==> src/rtl/mult_sequencer.sv <==
// rtl/mult_sequencer.sv - control sequencer for a shift-add multiplier
// Drives load/add/shift strobes to an external result register and adder.
module mult_sequencer #(
   parameter int WIDTH = 8
) (
   input  logic             i_clk,
   input  logic             i_reset,
   input  logic             i_start,
   input  logic [WIDTH-1:0] i_a_in,
   input  logic             i_lsb,
   input  logic             i_done_ack,
   output logic             o_load_mul,
   output logic             o_do_add,
   output logic             o_do_shift,
   output logic [WIDTH-1:0] o_a_out,
   output logic             o_busy,
   output logic             o_done
);

   localparam int CW = $clog2(WIDTH + 1);
   localparam logic [CW-1:0] C_LAST = CW'(WIDTH);

   typedef enum logic [2:0] {
      S_IDLE,
      S_LOAD,
      S_ADD,
      S_SHIFT,
      S_DONE
   } state_t;

   state_t           r_state;
   logic [CW-1:0]    r_cnt;
   logic [WIDTH-1:0] r_a_out;
   logic             r_load_mul;
   logic             r_add_phase;
   logic             r_do_shift;
   logic             r_busy;
   logic             r_done;
   logic [CW-1:0]    w_cnt_inc;

   assign w_cnt_inc = r_cnt + 1'b1;

   always_ff @(posedge i_clk) begin
      if (i_reset) begin
         r_state     <= S_IDLE;
         r_cnt       <= '0;
         r_a_out     <= '0;
         r_load_mul  <= 1'b0;
         r_add_phase <= 1'b0;
         r_do_shift  <= 1'b0;
         r_busy      <= 1'b0;
         r_done      <= 1'b0;
      end else begin
         case (r_state)
            S_IDLE: begin
               if (i_start) begin
                  r_state    <= S_LOAD;
                  r_a_out    <= i_a_in;
                  r_cnt      <= '0;
                  r_load_mul <= 1'b1;
                  r_busy     <= 1'b1;
               end
            end
            S_LOAD: begin
               r_state     <= S_ADD;
               r_load_mul  <= 1'b0;
               r_add_phase <= 1'b1;
            end
            S_ADD: begin
               r_state     <= S_SHIFT;
               r_add_phase <= 1'b0;
               r_do_shift  <= 1'b1;
            end
            S_SHIFT: begin
               r_do_shift <= 1'b0;
               // Counter saturates at WIDTH so a stray extra SHIFT can never wrap it
               if (r_cnt != C_LAST) begin
                  r_cnt <= w_cnt_inc;
               end
               if (w_cnt_inc == C_LAST || r_cnt == C_LAST) begin
                  r_state <= S_DONE;
                  r_done  <= 1'b1;
               end else begin
                  r_state     <= S_ADD;
                  r_add_phase <= 1'b1;
               end
            end
            S_DONE: begin
               // A start arriving with the ack is dropped; IDLE must be visited first
               if (i_done_ack) begin
                  r_state <= S_IDLE;
                  r_done  <= 1'b0;
                  r_busy  <= 1'b0;
               end
            end
            default: begin
               r_state     <= S_IDLE;
               r_load_mul  <= 1'b0;
               r_add_phase <= 1'b0;
               r_do_shift  <= 1'b0;
               r_busy      <= 1'b0;
               r_done      <= 1'b0;
            end
         endcase
      end
   end

   assign o_load_mul = r_load_mul;
   assign o_do_add   = r_add_phase & i_lsb;
   assign o_do_shift = r_do_shift;
   assign o_a_out    = r_a_out;
   assign o_busy     = r_busy;
   assign o_done     = r_done;

endmodule

==> config.mk <==
export PLATFORM = sky130hd
export DESIGN_NAME = mult_sequencer
export DESIGN_NICKNAME = d
export VERILOG_FILES = /design/src/rtl/mult_sequencer.sv
export SDC_FILE = /design/constraint.sdc
export NUM_CORES = 1
export LEC_CHECK = 0
export CAP_MARGIN = 20
export CORE_MARGIN = 2
export CORE_UTILIZATION = 40
export DETAILED_ROUTE_END_ITERATION = 7
export PLACE_DENSITY = 0.7
export SLEW_MARGIN = 20
export SYNTH_ARGS = -nofsm -noshare
export SYNTH_HDL_FRONTEND = slang
export SYNTH_SLANG_ARGS = --single-unit
export TNS_END_PERCENT = 1
==> constraint.sdc <==
create_clock -name i_clk -period 2 [get_ports i_clk]
set_clock_uncertainty 0.15 [all_clocks]
set_input_delay 0.5 -clock i_clk [delete_from_list [all_inputs] [get_ports i_clk]]
set_output_delay 0.5 -clock i_clk [all_outputs]
set_load 0.02 [all_outputs]
==> reports/qor.yml <==
holdCritPathClass: "register to register"
worst_slack_ns: 0.0767
synth_top_family_by_area: "simple AND/OR/NAND/NOR gates"
yosys.area_share.simple_pct: 27.0
regToRegEndpoint: "r_cnt[2]$_SDFFE_PP0P_"
fmax_mhz: 520
ys_ff_latch: 20
pre_cts_ws_ns: -0.298
outcome: "completed"
rsz0062_at_grt: "no"
r2r_cells: 5
critPathKind: "register to primary output"
critPathMaxFanout: 3
ys_seq_area_share_pct: 40.6
whs_endpoint: "o_a_out[1]$_SDFFE_PP0P_"
clock_path_buffers: 2
rows: 18
cp.arrival_ns: 1.27
fin_util_pct: 54.8
critPathMaxStageDelay_ns: 0.61
critical_path_required_ns: 1.35
dieHeight_um: 53.7
total_power_mw: 1.01
ir_drop_uv: 503
dieArea_um2: 2880
final.period_utilization_pct: 96.2
crit_family: "buffers and inverters"
h-tree-depth: 1
grt_pass1_wl_um: 3490
n_fill_cell: 207
relSlewSlack_pct: 66.6
drt_wl_total_um: 2060
synthToLayoutAreaGrowth_pct: 33.7
hold_viol: 0
async_reset_ff_share_pct: 0
synthMuxAreaShare_pct: 2.03
setup-violations-final: 0
pin_count: 26
first_iter_violations: 13
clock_sinks: 20
synth_ff_type: "dfxtp_1"
die_x_um: 53.7
cts_root_buf: "clkbuf_4"
initial_core_util_pct: 41.0
worstReg2RegStart: "r_cnt[0]$_SDFFE_PP0P_"
maxCapViolations: 0
critPathLaunchType: "register"
cts_tree: "built"
r2r_slack_ns: 0.22
yosys.cell_types.count: 33
slowest_stage: "clkdlybuf4s50_1"
synthCells: 119
dr.pass1.iters: 4
timing.final.max_slew_violations: 0
dp_hpwl_um: 1530
synth_fa_ha_area_share_pct: 3.80
wire_per_inst_um: 11.7
antenna_found_initial: 0
gp_congestion: 0.752
path_clk_slew_ns: 0.12
critPathBufInv: 1
overflow: 0
seqCellArea_um2: 400
postRouteAntennaNets: 0
grt_max_degree: 16
syn-num-nets: 135
nNetsFinal: 163
path_cells: "clkdlybuf4s50_1"
cp-startpoint: "o_busy$_SDFFE_PP0P_"
hold_depth: 2
power.density_nw_per_um2: 767
synth_area_per_cell_um2: 8.30
p_leak_nw: 0.486
fin_crit_ns: 1.92
synth-edff-count: 0
core_um2: 2410
worstMarginPinSlew_ns: 0.500
synth_compound_area_share_pct: 21.4
multiInputGateArea_um2: 536
drive_gt1_share_pct: 8.90
diodes: 0
detail_route.vias_per_cell: 5.23
cts_buffers: 3
yosysWarnings: 0
min_from: "o_a_out[1]$_SDFFE_PP0P_"
end_kind: "primary output"
clock_latency_ns: 0.30
io_buffers: 25
syn_area_um2: 987
synth_xor_area_share_pct: 0
grt_pass1_vias: 830
num_vias: 920
drc: 0
gr-usage-all-layers_pct: 16.5
-- cells by family (layout without fill, tap and decap cells) --
logic type	after synthesis	in the layout
adders and majority gates	3	3
muxes	2	2
AOI/OAI and AO/OA	34	34
buffers and inverters	11	38
and+or+nand+nor	49	49
DFF	20	20
-- worst max-delay path by stage --
| stage | end | slack, ns | depth (start not counted) |
|---|---|---|---|
| 2_1_floorplan | r_cnt[2]$_SDFFE_PP0P_ | 0.40 | 5 |
| 3_3_place_gp | o_do_add | -0.31 | 3 |
| 3_5_place_dp | o_do_add | -0.30 | 3 |
| 4_1_cts | o_do_add | 0.03 | 3 |
| 5_1_grt | o_busy | 0.02 | 1 |
| 6_report | o_busy | 0.08 | 1 |
-- routing by layer --
layer  GRT usage (%)  routed length (um)  part of all wire [%]
met4            8.97                  19                  0.92
met1            22.0                1000                    48
met3            2.78                  49                   2.4
met5               0                   0                     0
met2            25.2                 995                    48
-- synthesized netlist by cell type (all sizes together) (3+ instances only) --
cell / number / area share [%]
nand2: 23 / 8.7
dfxtp: 20 / 41
a21oi: 18 / 9.1
inv: 5 / 1.9
nand3: 5 / 2.5
buf: 4 / 2.5
nor2: 4 / 1.5
o211ai: 4 / 3.0
and3b: 3 / 2.7
ha: 3 / 3.8
nand3b: 3 / 2.7
o21ai: 3 / 1.5
-- what timing repair did --
item / 4_1_cts / 5_1_grt
hold buffers: 0 / 0
setup buffers: 0 / 0
pin swaps: 0 / 0
endpoints found under the setup margin: 1 / 1
resized for setup: 3 / 1
cloned: 0 / 0
-- placed cells by master (no fill, tap or decap) --
| cell type | instances |
|---|---|
| a21boi_0 | 1 |
| a21oi_1 | 18 |
| a311oi_1 | 2 |
| and2_1 | 1 |
| and3b_1 | 3 |
| buf_2 | 1 |
| buf_4 | 4 |
| bufinv_16 | 1 |
| clkbuf_4 | 3 |
| clkdlybuf4s50_1 | 24 |
| dfxtp_1 | 20 |
| ha_1 | 3 |
| inv_1 | 5 |
| mux2i_1 | 2 |
| nand2_1 | 23 |
| nand3_1 | 5 |
| nand3b_1 | 2 |
| nand3b_2 | 1 |
| nor2_1 | 4 |
| nor2b_1 | 2 |
| nor3_1 | 1 |
| nor3b_1 | 2 |
| nor4b_2 | 1 |
| o2111a_1 | 1 |
| o2111ai_1 | 1 |
| o211ai_1 | 4 |
| o21a_1 | 1 |
| o21ai_0 | 3 |
| o31ai_1 | 2 |
| o32ai_1 | 1 |
| or2_2 | 1 |
| or3_1 | 1 |
| or4_1 | 1 |
| or4b_4 | 1 |
-- layout make-up --
class	count	area share [%]
Tap cell	30	2.84
Timing Repair Buffer	29	20.9
Sequential cell	20	30.3
Clock buffer	3	1.71
Inverter	5	1.42
Multi-Input combinational cell	88	40.6
Clock inverter	1	2.27
-- tightest hold or removal path: cells and delay by family, from the launching register on --
family	cells	cell delay, ns
flops	1	0.33
simple gates	1	0.05
compound gates	1	0.05
-- flip-flops by register name, summed over array words and instances, names as in the netlist --
signal       flops
o_a_out          8
r_cnt            4
r_state          3
o_busy           1
o_do_shift       1
o_done           1
o_load_mul       1
r_add_phase      1
-- through the flow --
step / TNS (ns) / instance area (um2) / hold WS [ns] / std cells
3_3_place_gp: -0.425 / 1270 / 0.296 / 172
6_report: 0 / 1320 / 0.314 / 176
3_5_place_dp: -0.611 / 1270 / 0.301 / 172
5_1_grt: 0 / 1320 / 0.340 / 176
4_1_cts: 0 / 1330 / 0.317 / 176
2_1_floorplan: 0 / 987 / 0.340 / 119
-- report_power, final --
group / internal (mW) / total, mW / switching [mW]
clock: 0.202 / 0.328 / 0.126
combinational: 0.111 / 0.218 / 0.107
sequential: 0.431 / 0.466 / 0.0357
total: 0.744 / 1.01 / 0.268
Note: power is estimated with default switching activity, not from simulation.
